===== src/rtl/div_pkg.sv =====
// ============================================================================
// Module  : div_pkg
// Purpose : Shared types and constants for the HI/LO divide sequencer.
// Rev     : 1.0  initial release
// ============================================================================
`default_nettype none

package div_pkg;

  localparam int DIV_WIDTH          = 32;
  localparam int DIV_SETTLE_CYCLES  = 4;

  localparam logic [DIV_WIDTH-1:0] DIV0_QUOTIENT = '1;

  typedef enum logic [1:0] {
    IDLE = 2'd0,
    WAIT = 2'd1,
    FIX  = 2'd2,
    DONE = 2'd3
  } div_state_e;

endpackage : div_pkg

`default_nettype wire


===== src/rtl/div_sign_fix.sv =====
// ============================================================================
// Module  : div_sign_fix
// Purpose : Applies two's-complement sign correction to an unsigned quotient
//           and remainder (quotient takes sign_a^sign_b, remainder sign_a).
// Rev     : 1.0  initial release
// ============================================================================
`default_nettype none

module div_sign_fix #(
  parameter int WIDTH = 32
) (
  input  logic [WIDTH-1:0] div_q_i,
  input  logic [WIDTH-1:0] div_r_i,
  input  logic             sign_a_i,
  input  logic             sign_b_i,
  output logic [WIDTH-1:0] quot_o,
  output logic [WIDTH-1:0] rem_o
);

  localparam logic [WIDTH-1:0] C_ONE = WIDTH'(1);

  logic w_neg_q;

  assign w_neg_q = sign_a_i ^ sign_b_i;
  assign quot_o  = w_neg_q  ? (~div_q_i + C_ONE) : div_q_i;
  assign rem_o   = sign_a_i ? (~div_r_i + C_ONE) : div_r_i;

endmodule : div_sign_fix

`default_nettype wire


===== src/rtl/div_hilo_ctrl.sv =====
// ============================================================================
// Module  : div_hilo_ctrl
// Purpose : Multicycle DIV/DIVU sequencer around a combinational unsigned
//           divider core; owns the architectural HI/LO registers.
//           Optional abort input enabled by defining DIV_ABORT_EN.
// Rev     : 1.0  initial release
// ============================================================================
`default_nettype none

module div_hilo_ctrl
  import div_pkg::*;
#(
  parameter int WIDTH         = DIV_WIDTH,
  parameter int SETTLE_CYCLES = DIV_SETTLE_CYCLES
) (
  input  logic             clk,
  input  logic             reset,
  input  logic             start,
  input  logic             signed_op,
  input  logic [WIDTH-1:0] a,
  input  logic [WIDTH-1:0] b,
  output logic [WIDTH-1:0] div_a,
  output logic [WIDTH-1:0] div_b,
  input  logic [WIDTH-1:0] div_q,
  input  logic [WIDTH-1:0] div_r,
  input  logic             hi_we,
  input  logic             lo_we,
  input  logic [WIDTH-1:0] wr_data,
`ifdef DIV_ABORT_EN
  input  logic             abort,
`endif
  output logic             busy,
  output logic             done,
  output logic             div_by_zero,
  output logic [WIDTH-1:0] hi,
  output logic [WIDTH-1:0] lo
);

  localparam int CNT_W = (SETTLE_CYCLES > 1) ? $clog2(SETTLE_CYCLES) : 1;
  localparam logic [CNT_W-1:0] C_CNT_LOAD = CNT_W'(SETTLE_CYCLES - 1);
  localparam logic [CNT_W-1:0] C_CNT_ONE  = CNT_W'(1);
  localparam logic [WIDTH-1:0] C_ONE      = WIDTH'(1);
  localparam logic [WIDTH-1:0] C_DIV0_Q   = {WIDTH{DIV0_QUOTIENT[0]}};

  div_state_e       state_q, state_d;
  logic [CNT_W-1:0] cnt_q, cnt_d;
  logic             sign_a_q, sign_a_d;
  logic             sign_b_q, sign_b_d;
  logic             zdiv_q, zdiv_d;
  logic             dbz_q, dbz_d;
  logic [WIDTH-1:0] div_a_q, div_a_d;
  logic [WIDTH-1:0] div_b_q, div_b_d;
  logic [WIDTH-1:0] hi_q, hi_d;
  logic [WIDTH-1:0] lo_q, lo_d;

  logic             w_sign_a, w_sign_b;
  logic [WIDTH-1:0] w_mag_a, w_mag_b;
  logic [WIDTH-1:0] w_rem_in;
  logic [WIDTH-1:0] w_fix_q, w_fix_r;

  assign w_sign_a = signed_op & a[WIDTH-1];
  assign w_sign_b = signed_op & b[WIDTH-1];
  assign w_mag_a  = w_sign_a ? (~a + C_ONE) : a;
  assign w_mag_b  = w_sign_b ? (~b + C_ONE) : b;

  // On divide-by-zero, re-signing the stored |a| reproduces the original a for HI.
  assign w_rem_in = zdiv_q ? div_a_q : div_r;

  div_sign_fix #(
    .WIDTH (WIDTH)
  ) u_sign_fix (
    .div_q_i  (div_q),
    .div_r_i  (w_rem_in),
    .sign_a_i (sign_a_q),
    .sign_b_i (sign_b_q),
    .quot_o   (w_fix_q),
    .rem_o    (w_fix_r)
  );

`ifdef DIV_ABORT_EN
  logic dbz_shadow_q, dbz_shadow_d;
`endif

  always_comb begin
    state_d  = state_q;
    cnt_d    = cnt_q;
    sign_a_d = sign_a_q;
    sign_b_d = sign_b_q;
    zdiv_d   = zdiv_q;
    dbz_d    = dbz_q;
    div_a_d  = div_a_q;
    div_b_d  = div_b_q;
    hi_d     = hi_q;
    lo_d     = lo_q;
`ifdef DIV_ABORT_EN
    dbz_shadow_d = dbz_shadow_q;
`endif

    unique case (state_q)
      IDLE: begin
        if (hi_we) hi_d = wr_data;
        if (lo_we) lo_d = wr_data;
        if (start) begin
          sign_a_d = w_sign_a;
          sign_b_d = w_sign_b;
          div_a_d  = w_mag_a;
          div_b_d  = w_mag_b;
          zdiv_d   = (b == '0);
          dbz_d    = 1'b0;
          cnt_d    = C_CNT_LOAD;
`ifdef DIV_ABORT_EN
          dbz_shadow_d = dbz_q;
`endif
          state_d  = (b == '0) ? FIX : WAIT;
        end
      end
      WAIT: begin
        if (cnt_q == '0) state_d = FIX;
        else             cnt_d   = cnt_q - C_CNT_ONE;
      end
      FIX: begin
        lo_d    = zdiv_q ? C_DIV0_Q : w_fix_q;
        hi_d    = w_fix_r;
        dbz_d   = zdiv_q;
        state_d = DONE;
      end
      DONE: begin
        if (hi_we) hi_d = wr_data;
        if (lo_we) lo_d = wr_data;
        state_d = IDLE;
      end
      default: state_d = IDLE;
    endcase

`ifdef DIV_ABORT_EN
    // Abort beats the FIX write; HI/LO are untouched while busy, so only the flag needs restoring.
    if (abort && ((state_q == WAIT) || (state_q == FIX))) begin
      state_d = IDLE;
      hi_d    = hi_q;
      lo_d    = lo_q;
      dbz_d   = dbz_shadow_q;
    end
`endif
  end

  always_ff @(posedge clk) begin
    if (reset) begin
      state_q  <= IDLE;
      cnt_q    <= '0;
      sign_a_q <= 1'b0;
      sign_b_q <= 1'b0;
      zdiv_q   <= 1'b0;
      dbz_q    <= 1'b0;
      div_a_q  <= '0;
      div_b_q  <= '0;
      hi_q     <= '0;
      lo_q     <= '0;
    end else begin
      state_q  <= state_d;
      cnt_q    <= cnt_d;
      sign_a_q <= sign_a_d;
      sign_b_q <= sign_b_d;
      zdiv_q   <= zdiv_d;
      dbz_q    <= dbz_d;
      div_a_q  <= div_a_d;
      div_b_q  <= div_b_d;
      hi_q     <= hi_d;
      lo_q     <= lo_d;
    end
  end

`ifdef DIV_ABORT_EN
  always_ff @(posedge clk) begin
    if (reset) dbz_shadow_q <= 1'b0;
    else       dbz_shadow_q <= dbz_shadow_d;
  end
`endif

  assign div_a       = div_a_q;
  assign div_b       = div_b_q;
  assign hi          = hi_q;
  assign lo          = lo_q;
  assign div_by_zero = dbz_q;
  assign busy        = (state_q == WAIT) || (state_q == FIX);
  assign done        = (state_q == DONE);

endmodule : div_hilo_ctrl

`default_nettype wire


===== config.mk =====
export PLATFORM = sky130hd
export DESIGN_NAME = div_hilo_ctrl
export DESIGN_NICKNAME = d
export VERILOG_FILES = /design/src/rtl/div_pkg.sv /design/src/rtl/div_sign_fix.sv /design/src/rtl/div_hilo_ctrl.sv
export SDC_FILE = /design/constraint.sdc
export NUM_CORES = 1
export LEC_CHECK = 0
export BUFFER_PORTS_ARGS = -buffer_cell sky130_fd_sc_hd__buf_2
export CORE_MARGIN = 3
export CORE_UTILIZATION = 55
export CTS_CLUSTER_DIAMETER = 40
export DETAILED_ROUTE_END_ITERATION = 8
export GPL_TIMING_DRIVEN = 0
export PLACE_DENSITY = 0.91
export SLEW_MARGIN = 20
export SYNTH_ARGS = -nofsm -noshare
export SYNTH_HDL_FRONTEND = slang
export SYNTH_SLANG_ARGS = --single-unit

===== constraint.sdc =====
create_clock -name clk -period 9.12 [get_ports clk]
set_clock_uncertainty 0.15 [all_clocks]
set_input_delay 1.368 -clock clk [delete_from_list [all_inputs] [get_ports clk]]
set_output_delay 1.368 -clock clk [all_outputs]
set_load 0.01 [all_outputs]

==> metrics.md, run 1 <==
| Metric | Value |
|---|---|
| Outcome | complete, no violations |
| Most frequent cells in the layout | buf_2 (297), nor2_1 (161), dfxtp_1 (136) |
| Post-DP HPWL | 25900 microns |
| Fin. max-slew vios | 0 |
| Register-to-Register Path Depth | 13 |
| Post-CTS Resized | 0 |
| Largest net degree at the start of global routing | 17 |
| Routed vias | 10.6k |
| Power per cell area | 296 nW/um^2 |
| Worst Hold Path EP | lo[2] |
| Critical path launch point type | flip-flop |
| Max Root-Sink Buffers | 2 |
| Data arrival, critical path | 5550 ps |
| Period utilization | 0.592 |
| Worst Path Max Fanout | 10 |
| R2R setup slack | 3720 ps |
| RD Place Congestion | 0.970 |
| Worst-path clk slew | 60 ps |
| Syn avg cell area | 7.75 sq um |
| Max Fclk | 185 MHz |
| Post-Route WL | 33800 microns |
| GRT Resource Usage Total | 0.368 |
| CP Class | flip-flop to flip-flop |
| EDFF count, synth | 0 |
| Worst-Margin Slew | 1070 ps |
| Setup tns final | 0 ps |
| Htree depth | 4 |
| Die area | 17300 sq um |
| CTS tree | done |
| Mapped Cells | 1120 |
| CP Capture Type | flip-flop |
| Fin nets | 1609 |
| Die width | 132 microns |
| Relative slew slack | 0.275 |
| Overall die height | 132 microns |
| Worst r2r dst | hi[24] |
| Final Hold Viols | 0 |
| Fin area | 11100 sq um |
| Share of cells above drive strength 1 | 0.245 |
| Input/output buffers | 295 |
| DRT antenna net count | 0 |
| TritonCTS Sinks | 136 |
| Ys flop type | dfxtp_1 |
| Synth Cell Area | 8680 sq um |
| Leakage | 4.54 nW |
| Root Buffer | clkbuf_16 |
| Max VDD drop | 172 uV |
| Area delta synth->final | 28.2% |
| Initial antenna violation count | 6 |
| Hold Path Class | flip-flop to flip-flop |
| Rows | 45 |
| Via count of the first global-routing pass | 9770 |
| Starting Density | 0.567 |
| Total gr overflow | 0 |
| Req. time, crit path | 9270 ps |
| CP startpoint | zdiv_q |
| Syn Nets | 1295 |
| Post-CTS Hold Buffers | 0 |
| Max cap viols | 0 |
| Unrepaired setup endpoints after global routing | false |
| Commonest non-fill, non-tap cell in the layout | buf_2 |
| Core area | 15300 sq um |
| Synth cell types | 63 |
| Setup Buffers After CTS | 0 |
| DR pass1 iterations | 5 |
| Dpl cell area | 10400 sq um |
| Final Util | 0.726 |
| Wire length per cell | 20.3 microns |
| Yosys reg bits | 136 |
| Hold Crit Depth | 2 |
| Via density | 6.36 |
| DR iter-0 viols | 1415 |
| Final min period | 5400 ps |
| Worst reg2reg startpoint | zdiv_q |
| First-pass GRT wire length | 52000 microns |
| Register area share after synthesis | 0.314 |
| Ports | 297 |
| Hold_sp | lo[2] |
| Ys async rst share | 0 |
| Final Setup Violations | 0 |
| Yosys warnings | 0 |
| Cts bufs inserted | 17 |
| Residual DRC count | 0 |
| Total Power | 0.00330 W |
| Clk Latency, worst-skew pair | 420 ps |
==> cells in the mapped netlist (all sizes together), types with 11 or more instances <==
cell type | count | area share
a31oi | 22 | 0.016
nor2 | 161 | 0.070
mux2 | 14 | 0.018
a21oi | 84 | 0.048
dfxtp | 136 | 0.31
nor3 | 44 | 0.026
a221oi | 21 | 0.022
mux2i | 30 | 0.035
nand3 | 13 | 0.0075
o31ai | 13 | 0.011
or3 | 21 | 0.015
inv | 27 | 0.012
xnor2 | 65 | 0.066
a211oi | 71 | 0.062
clkbuf | 66 | 0.029
xor2 | 35 | 0.035
a311oi | 11 | 0.011
nand2 | 77 | 0.033
o21ai | 57 | 0.033
nor4 | 18 | 0.013
==> critical path: stages, from the launching register on <==
cell and delay [ps]:
dfxtp_1 390, buf_6 160, buf_2 280, buf_1 530
clkbuf_1 540, clkbuf_1 640, mux2i_1 330, ha_1 250
or4bb_1 480, nor3_1 350, o2111ai_1 300, nor3_2 350
mux2i_1 120, a2111oi_1 390
==> cells by family (layout without fill, tap and decap cells) <==
logic type | after synthesis | after routing | synth area share
and+or+nand+nor | 400 | 400 | 0.221
muxes | 44 | 44 | 0.0528
xor gates and xnor gates | 100 | 100 | 0.101
adders and majority gates | 9 | 9 | 0.0130
AOI/OAI and AO/OA | 330 | 330 | 0.253
buffers and inverters | 101 | 428 | 0.0448
other | 0 | 6 | 0
DFF | 136 | 136 | 0.314
==> worst max-delay path by stage <==
stage	cells after the start	slack, ps	endpoint
2_1_floorplan	13	5090	hi[24]
3_3_place_gp	13	3950	hi[24]
3_5_place_dp	13	3930	hi[24]
6_report	13	3720	hi[24]
4_1_cts	13	3880	hi[24]
5_1_grt	13	3530	hi[24]
==> layout make-up <==
class / instances / area (sq um)
plain buffers: 74 / 288
inverters: 27 / 101
diodes: 6 / 15.0
repair buffers: 295 / 1480
multi-input cells: 883 / 5570
flip-flops and latches: 136 / 2720
well taps: 211 / 264
clock inverters: 13 / 240
fillers: 1205 / 4190
clock buffers: 19 / 453
==> state kept, by name, summed over array words and instances (netlist names) <==
| register | flops |
|---|---|
| sign_b_q | 1 |
| zdiv_q | 1 |
| state_q | 2 |
| lo | 32 |
| hi | 32 |
| div_a | 32 |
| cnt_q | 2 |
| sign_a_q | 1 |
| div_by_zero | 1 |
| div_b | 32 |
==> stage by stage <==
stage / setup slack (ps) / std cells / hold WS [ps]
floorplan: 5090 / 1120 / 313
global placement: 3950 / 1626 / 283
detailed placement: 3930 / 1626 / 302
CTS: 3880 / 1658 / 309
global route: 3530 / 1663 / 331
finish: 3720 / 1664 / 311
==> per-layer routing <==
| layer | part of all wire | wire, microns | track usage | vias up |
|---|---|---|---|---|
| met1 | 0.36 | 12300 | 0.448 | 4802 |
| met3 | 0.13 | 4400 | 0.106 | 155 |
| li1 | - | - | - | 4763 |
| met5 | 0.00024 | 8 | 0 | - |
| met2 | 0.45 | 15300 | 0.601 | 853 |
| met4 | 0.053 | 1790 | 0.170 | 2 |
==> power by group <==
group / switching, W / leakage (nW) / total, W / internal, W
logic: 0.000958 / 3.08 / 0.00149 / 0.000532
clock network: 0.000284 / 0.334 / 0.000815 / 0.000531
registers: 0.000175 / 1.12 / 0.000991 / 0.000816
Power figures use the tool's default switching activity.
==> run 2, diff against run 1 <==
--- a/config.mk
+++ b/config.mk
@@ -7,11 +7,11 @@
 export LEC_CHECK = 0
 export BUFFER_PORTS_ARGS = -buffer_cell sky130_fd_sc_hd__buf_2
 export CORE_MARGIN = 3
-export CORE_UTILIZATION = 55
+export CORE_UTILIZATION = 46
 export CTS_CLUSTER_DIAMETER = 40
 export DETAILED_ROUTE_END_ITERATION = 8
 export GPL_TIMING_DRIVEN = 0
-export PLACE_DENSITY = 0.91
+export PLACE_DENSITY = 0.82
 export SLEW_MARGIN = 20
 export SYNTH_ARGS = -nofsm -noshare
 export SYNTH_HDL_FRONTEND = slang
==> constraint.sdc (replaced) <==
create_clock -name clk -period 4.8 [get_ports clk]
set_clock_uncertainty 0.15 [all_clocks]
set_input_delay 0.72 -clock clk [delete_from_list [all_inputs] [get_ports clk]]
set_output_delay 0.72 -clock clk [all_outputs]
set_load 0.01 [all_outputs]
==> metrics.md, run 2 (same netlist as run 1, synthesis figures left out) <==
| Metric | Value |
|---|---|
| Ports | 297 (unchanged) |
| Cell chain of the critical path | buf_6 > clkbuf_4 > clkbuf_2 > clkbuf_2 > mux2i_1 > ha_1 > or4bb_1 > nor3_1 > o2111ai_1 > nor3_2 > mux2i_1 > a2111oi_1 |
| Final min period | 4510 ps (-893 ps) |
| Total gr overflow | 0 (unchanged) |
| Starting Density | 0.475 (-0.0917) |
| Outcome | complete, no violations |
| Core area | 18300 sq um (+19%) |
| Slowest-stage cell, CP | or4bb_1 |
| Max Fclk | 222 MHz (+20%) |
| Final Setup Violations | 0 (unchanged) |
| CP Capture Type | flip-flop |
| Post-Route WL | 34300 microns (+1.5%) |
| Routed vias | 10.4k (-1.6%) |
| First-pass GRT wire length | 51300 microns (-1.3%) |
| Cts bufs inserted | 17 (unchanged) |
| Rows | 49 (+8.9%) |
| Die area | 20500 sq um (+19%) |
| Die width | 143 microns (+8.9%) |
| Htree depth | 4 (unchanged) |
| Relative slew slack | 0.274 (-0.00105) |
| DRT antenna net count | 0 (unchanged) |
| Req. time, crit path | 4970 ps (-4300 ps) |
| Layout Cells excl Fill | 1681 (+1.0%) |
| Data arrival, critical path | 4680 ps (-870 ps) |
| Fin. max-slew vios | 0 (unchanged) |
| Max VDD drop | 314 uV (+82%) |
| Share of cells above drive strength 1 | 0.246 (+0.00155) |
| Power per cell area | 549 nW/um^2 (+85%) |
| DR iter-0 viols | 1002 (-29%) |
| GRT Resource Usage Total | 0.318 (-0.0505) |
| RD Place Congestion | 0.959 (-1.1%) |
| CTS tree | done |
| Leakage | 4.50 nW (-0.80%) |
| Largest net degree at the start of global routing | 20 (+3) |
| Commonest non-fill, non-tap cell in the layout | buf_2 |
| Fin nets | 1608 (-0.062%) |
| Post-DP HPWL | 26900 microns (+3.9%) |
| Worst Path Buf+Inv | 4 (-1) |
| DR pass1 iterations | 6 (+1) |
| Cell family with most CP delay | simple AND/OR/NAND/NOR gates |
| Most frequent cells in the layout | buf_2 (296), nor2_1 (161), dfxtp_1 (136) |
| TritonCTS Sinks | 136 (unchanged) |
| Worst-Margin Slew | 1070 ps (+1.56 ps) |
| Wire length per cell | 20.4 microns (+0.43%) |
| Initial antenna violation count | 9 (+3) |
| Post-CTS Hold Buffers | 0 (unchanged) |
| Hold Path Class | flip-flop to flip-flop |
| Period utilization | 0.939 (+0.347) |
| Max cap viols | 0 (unchanged) |
| Via count of the first global-routing pass | 9600 (-1.7%) |
| Crit-path max cell delay | 480 ps (-160 ps) |
| Clk Latency, worst-skew pair | 430 ps (about the same) |
| CP Class | flip-flop to flip-flop |
| Via density | 6.19 (-2.6%) |
| Final Hold Viols | 0 (unchanged) |
| Critical path launch point type | flip-flop |
| Worst-path clk slew | 60 ps (about the same) |
| Unrepaired setup endpoints after global routing | false |
| Total Power | 0.00608 W (+85%) |
| Residual DRC count | 0 (unchanged) |
| Area delta synth->final | 27.6% |
| Root Buffer | clkbuf_16 |
| Max Root-Sink Buffers | 2 (unchanged) |
| Input/output buffers | 295 (unchanged) |
| Placed cells | 1644 (+1.1%) |
| Worst Path Max Fanout | 19 (+9) |
| Overall die height | 143 microns (+8.9%) |
-- run 2: cell types whose count changed in the layout (fill, tap and decap cells not counted), sizes merged --
cell and delta:
buf -2, inv +3, clkinvlp +2, clkbuf -1
bufinv -3
-- run 2: per-layer routing --
| metal | vias up | part of all wire | GRT usage |
|---|---|---|---|
| li1 | 4773 | - | - |
| met1 | 4833 | 0.38 | 0.388 |
| met2 | 676 | 0.47 | 0.523 |
| met3 | 118 | 0.11 | 0.0789 |
| met4 | 8 | 0.046 | 0.156 |
| met5 | - | 0.0014 | 0 |
-- run 2: final timing paths --
path,start,endpoint,slack [ps],cells past startpoint
min reg2reg,lo[4],lo[4],300,2
min,lo[4],lo[4],300,2
max reg2reg,zdiv_q,hi[24],290,12
max,zdiv_q,hi[24],290,12
-- run 2: report_power, final --
group | switching (W) | internal [W] | total, W
Combinational | 0.00180 | 0.00101 | 0.00281
Sequential | 0.000336 | 0.00155 | 0.00189
Clock | 0.000555 | 0.000829 | 0.00138
Total | 0.00269 | 0.00339 | 0.00608
-- run 2: worst register-to-register path, stage by stage, from the launching register on --
cell and delay, ps:
dfxtp_1 400, buf_6 160, clkbuf_4 310, clkbuf_2 350, clkbuf_2 380, mux2i_1 370
ha_1 260, or4bb_1 480, nor3_1 370, o2111ai_1 300, nor3_2 370, mux2i_1 120
a2111oi_1 370
-- run 2: layout make-up --
| cell class | instances | area [sq um] |
|---|---|---|
| fill | 1649 | 7190 |
| multi-input combinational | 883 | 5570 |
| sequential | 136 | 2720 |
| timing repair buffer | 295 | 1480 |
| clock buffer | 17 | 425 |
| buffer | 73 | 289 |
| tap | 229 | 287 |
| clock inverter | 15 | 194 |
| inverter | 27 | 101 |
| antenna | 6 | 15.0 |
-- run 2: through the flow --
step	hold slack, ps	utilization	worst slack (ps)	TNS [ps]	cell area, sq um
after floorplan	313	-	773	0	8680
after global placement	281	0.571	-466	-2640	10400
after detailed placement	292	0.571	-518	-3400	10400
after CTS	301	0.605	262	0	11100
after global routing	314	0.606	94.8	0	11100
final	303	0.606	294	0	11100
-- run 2: repair_timing --
action | 4_1_cts | 5_1_grt
endpoints found under the setup margin | 13 | 1
hold endpoints to repair | 0 | 0
gates cloned | 0 | 0
gates resized for setup | 2 | 1
setup buffers | 0 | 0
==> run 3, diff against run 2 <==
--- a/config.mk
+++ b/config.mk
@@ -7,12 +7,11 @@
 export LEC_CHECK = 0
 export BUFFER_PORTS_ARGS = -buffer_cell sky130_fd_sc_hd__buf_2
 export CORE_MARGIN = 3
-export CORE_UTILIZATION = 46
+export CORE_UTILIZATION = 25
 export CTS_CLUSTER_DIAMETER = 40
 export DETAILED_ROUTE_END_ITERATION = 8
 export GPL_TIMING_DRIVEN = 0
-export PLACE_DENSITY = 0.82
-export SLEW_MARGIN = 20
+export PLACE_DENSITY = 0.52
 export SYNTH_ARGS = -nofsm -noshare
 export SYNTH_HDL_FRONTEND = slang
 export SYNTH_SLANG_ARGS = --single-unit
==> metrics.md, run 3 (same netlist as run 1, synthesis figures left out) <==
| Metric | Value |
|---|---|
| Outcome | complete, no violations |
| Input/output buffers | 295 (unchanged) |
| Die width | 192 microns (+34%) |
| DRT antenna net count | 0 (unchanged) |
| Starting Density | 0.256 (-0.219) |
| Worst hold margin | 309 ps (+5.89 ps) |
| Initial antenna violation count | 10 (+1) |
| Via count of the first global-routing pass | 9724 (+1.3%) |
| Overall die height | 192 microns (+34%) |
| Max Root-Sink Buffers | 2 (unchanged) |
| Ports | 297 (unchanged) |
| Worst-Margin Slew | 1120 ps (+42.7 ps) |
| Cts bufs inserted | 17 (unchanged) |
| CP Capture Type | flip-flop |
| Htree depth | 4 (unchanged) |
| Core area | 33900 sq um (+85%) |
| Final Setup Violations | 0 (unchanged) |
| Leakage | 4.50 nW (-0.17%) |
| TritonCTS Sinks | 136 (unchanged) |
| Unrepaired setup endpoints after global routing | false |
| CP Class | flip-flop to flip-flop |
| Largest net degree at the start of global routing | 17 (-15%) |
| Max Fclk | 220 MHz (-0.76%) |
| Residual DRC count | 0 (unchanged) |
| Max cap viols | 0 (unchanged) |
| Share of cells above drive strength 1 | 0.249 (+0.00311) |
| Req. time, crit path | 4960 ps (about the same) |
| Hold Path Class | flip-flop to flip-flop |
| Fin nets | 1610 (+0.12%) |
| Max VDD drop | 255 uV (-19%) |
| DR pass1 iterations | 5 (-1) |
| Final min period | 4540 ps (+34.5 ps) |
| Period utilization | 0.946 (+0.00719) |
| Post-CTS Hold Buffers | 0 (unchanged) |
| Final Util | 0.334 (-0.272) |
| Wire length per cell | 21.1 microns (+3.5%) |
| Most frequent cells in the layout | buf_2 (298), nor2_1 (161), dfxtp_1 (136) |
| Hold Crit Depth | 2 (unchanged) |
| Critical path launch point type | flip-flop |
| Via density | 5.23 (-15%) |
| Sequential power share | 0.316 (+0.006) |
| Area delta synth->final | 30.3% |
| Rows | 67 (+37%) |
| Internal power | 0.00324 W (-4.4%) |
| Die area | 37000 sq um (+80%) |
| Setup tns final | 0 ps (unchanged) |
| Worst-path clk slew | 60 ps (about the same) |
| Clock share of power | 0.213 (-0.015) |
| First-pass GRT wire length | 58900 microns (+15%) |
| CTS tree | done |
| RD Place Congestion | 0.907 (-5.4%) |
| Post-Route WL | 40100 microns (+17%) |
| Worst Path Max Fanout | 10 (-9) |
| Relative slew slack | 0.245 (-0.0289) |
| Clk Latency, worst-skew pair | 440 ps (about the same) |
| GRT Resource Usage Total | 0.211 (-0.107) |
| Data arrival, critical path | 4710 ps (+30 ps) |
| Switching Share | 0.463 (+0.0203) |
| Comb pwr share | 0.471 (+0.009) |
| Post-DP HPWL | 32300 microns (+20%) |
| Final Hold Viols | 0 (unchanged) |
| Switching power total | 0.00279 W (+3.7%) |
| DR iter-0 viols | 636 (-37%) |
| Root Buffer | clkbuf_16 |
| Fin. max-slew vios | 0 (unchanged) |
| R2R setup slack | 260 ps (-30 ps) |
| Total gr overflow | 0 (unchanged) |
| Register-to-Register Path Depth | 13 (+1) |
| Routed vias | 9946 (-4.4%) |
| Commonest non-fill, non-tap cell in the layout | buf_2 |
| Power per cell area | 533 nW/um^2 (-2.9%) |
run 3: final timing paths:
| path | startpoint | endpoint |
|---|---|---|
| worst max-delay path | zdiv_q | hi[24] |
| worst min register to register | div_b[0] | div_b[0] |
| worst min-delay path | div_b[0] | div_b[0] |
| worst max register to register | zdiv_q | hi[24] |
run 3: power groups by stage:
stage / Combinational [W] / Clock, W / Sequential [W]
6_report: 0.00284 / 0.00128 / 0.00191
5_1_grt: 0.00316 / 0.00136 / 0.00195
4_1_cts: 0.00285 / 0.00131 / 0.00191
3_5_place_dp: 0.00284 / 0 / 0.00193
3_3_place_gp: 0.00283 / 0 / 0.00192
2_1_floorplan: 0.00152 / 0 / 0.00199
run 3: area by class of cell:
| cell class | instances | area (sq um) |
|---|---|---|
| timing repair buffer | 296 | 1480 |
| multi-input combinational | 883 | 5570 |
| tap | 448 | 561 |
| clock buffer | 17 | 425 |
| clock inverter | 15 | 130 |
| fill | 3706 | 22600 |
| antenna | 5 | 12.5 |
| inverter | 27 | 101 |
| sequential | 136 | 2720 |
| buffer | 74 | 298 |
run 3: metrics by stage:
step / cells / cell area [sq um] / power [W] / setup slack [ps]
global placement: 1863 / 10700 / 0.00475 / -910
global route: 1901 / 11300 / 0.00647 / 38.5
floorplan: 1120 / 8680 / 0.00351 / 773
finish: 1901 / 11300 / 0.00603 / 259
detailed placement: 1863 / 10700 / 0.00477 / -948
CTS: 1895 / 11300 / 0.00607 / 26.2
run 3: routing by layer:
metal	up-vias	global-route usage	wire length [microns]
met2	390	0.343	18700
met4	10	0.0594	805
met3	57	0.0612	3550
li1	4778	-	-
met5	-	0	63
met1	4711	0.271	17000
run 3: repair_timing:
item,4_1_cts,5_1_grt
resized for setup,5,6
setup endpoints to repair,13,5
pin swaps,0,1
gates cloned,0,0
buffers inserted,0,1
run 3: worst max-delay path, cell delays in order (launching register included):
cell	delay, ps
dfxtp_1	400
buf_6	160
buf_2	280
clkbuf_4	320
buf_2	310
clkbuf_4	350
mux2i_2	320
ha_1	250
or4bb_1	500
nor3_2	270
o2111ai_1	270
nor3_2	310
mux2i_1	120
a2111oi_1	390
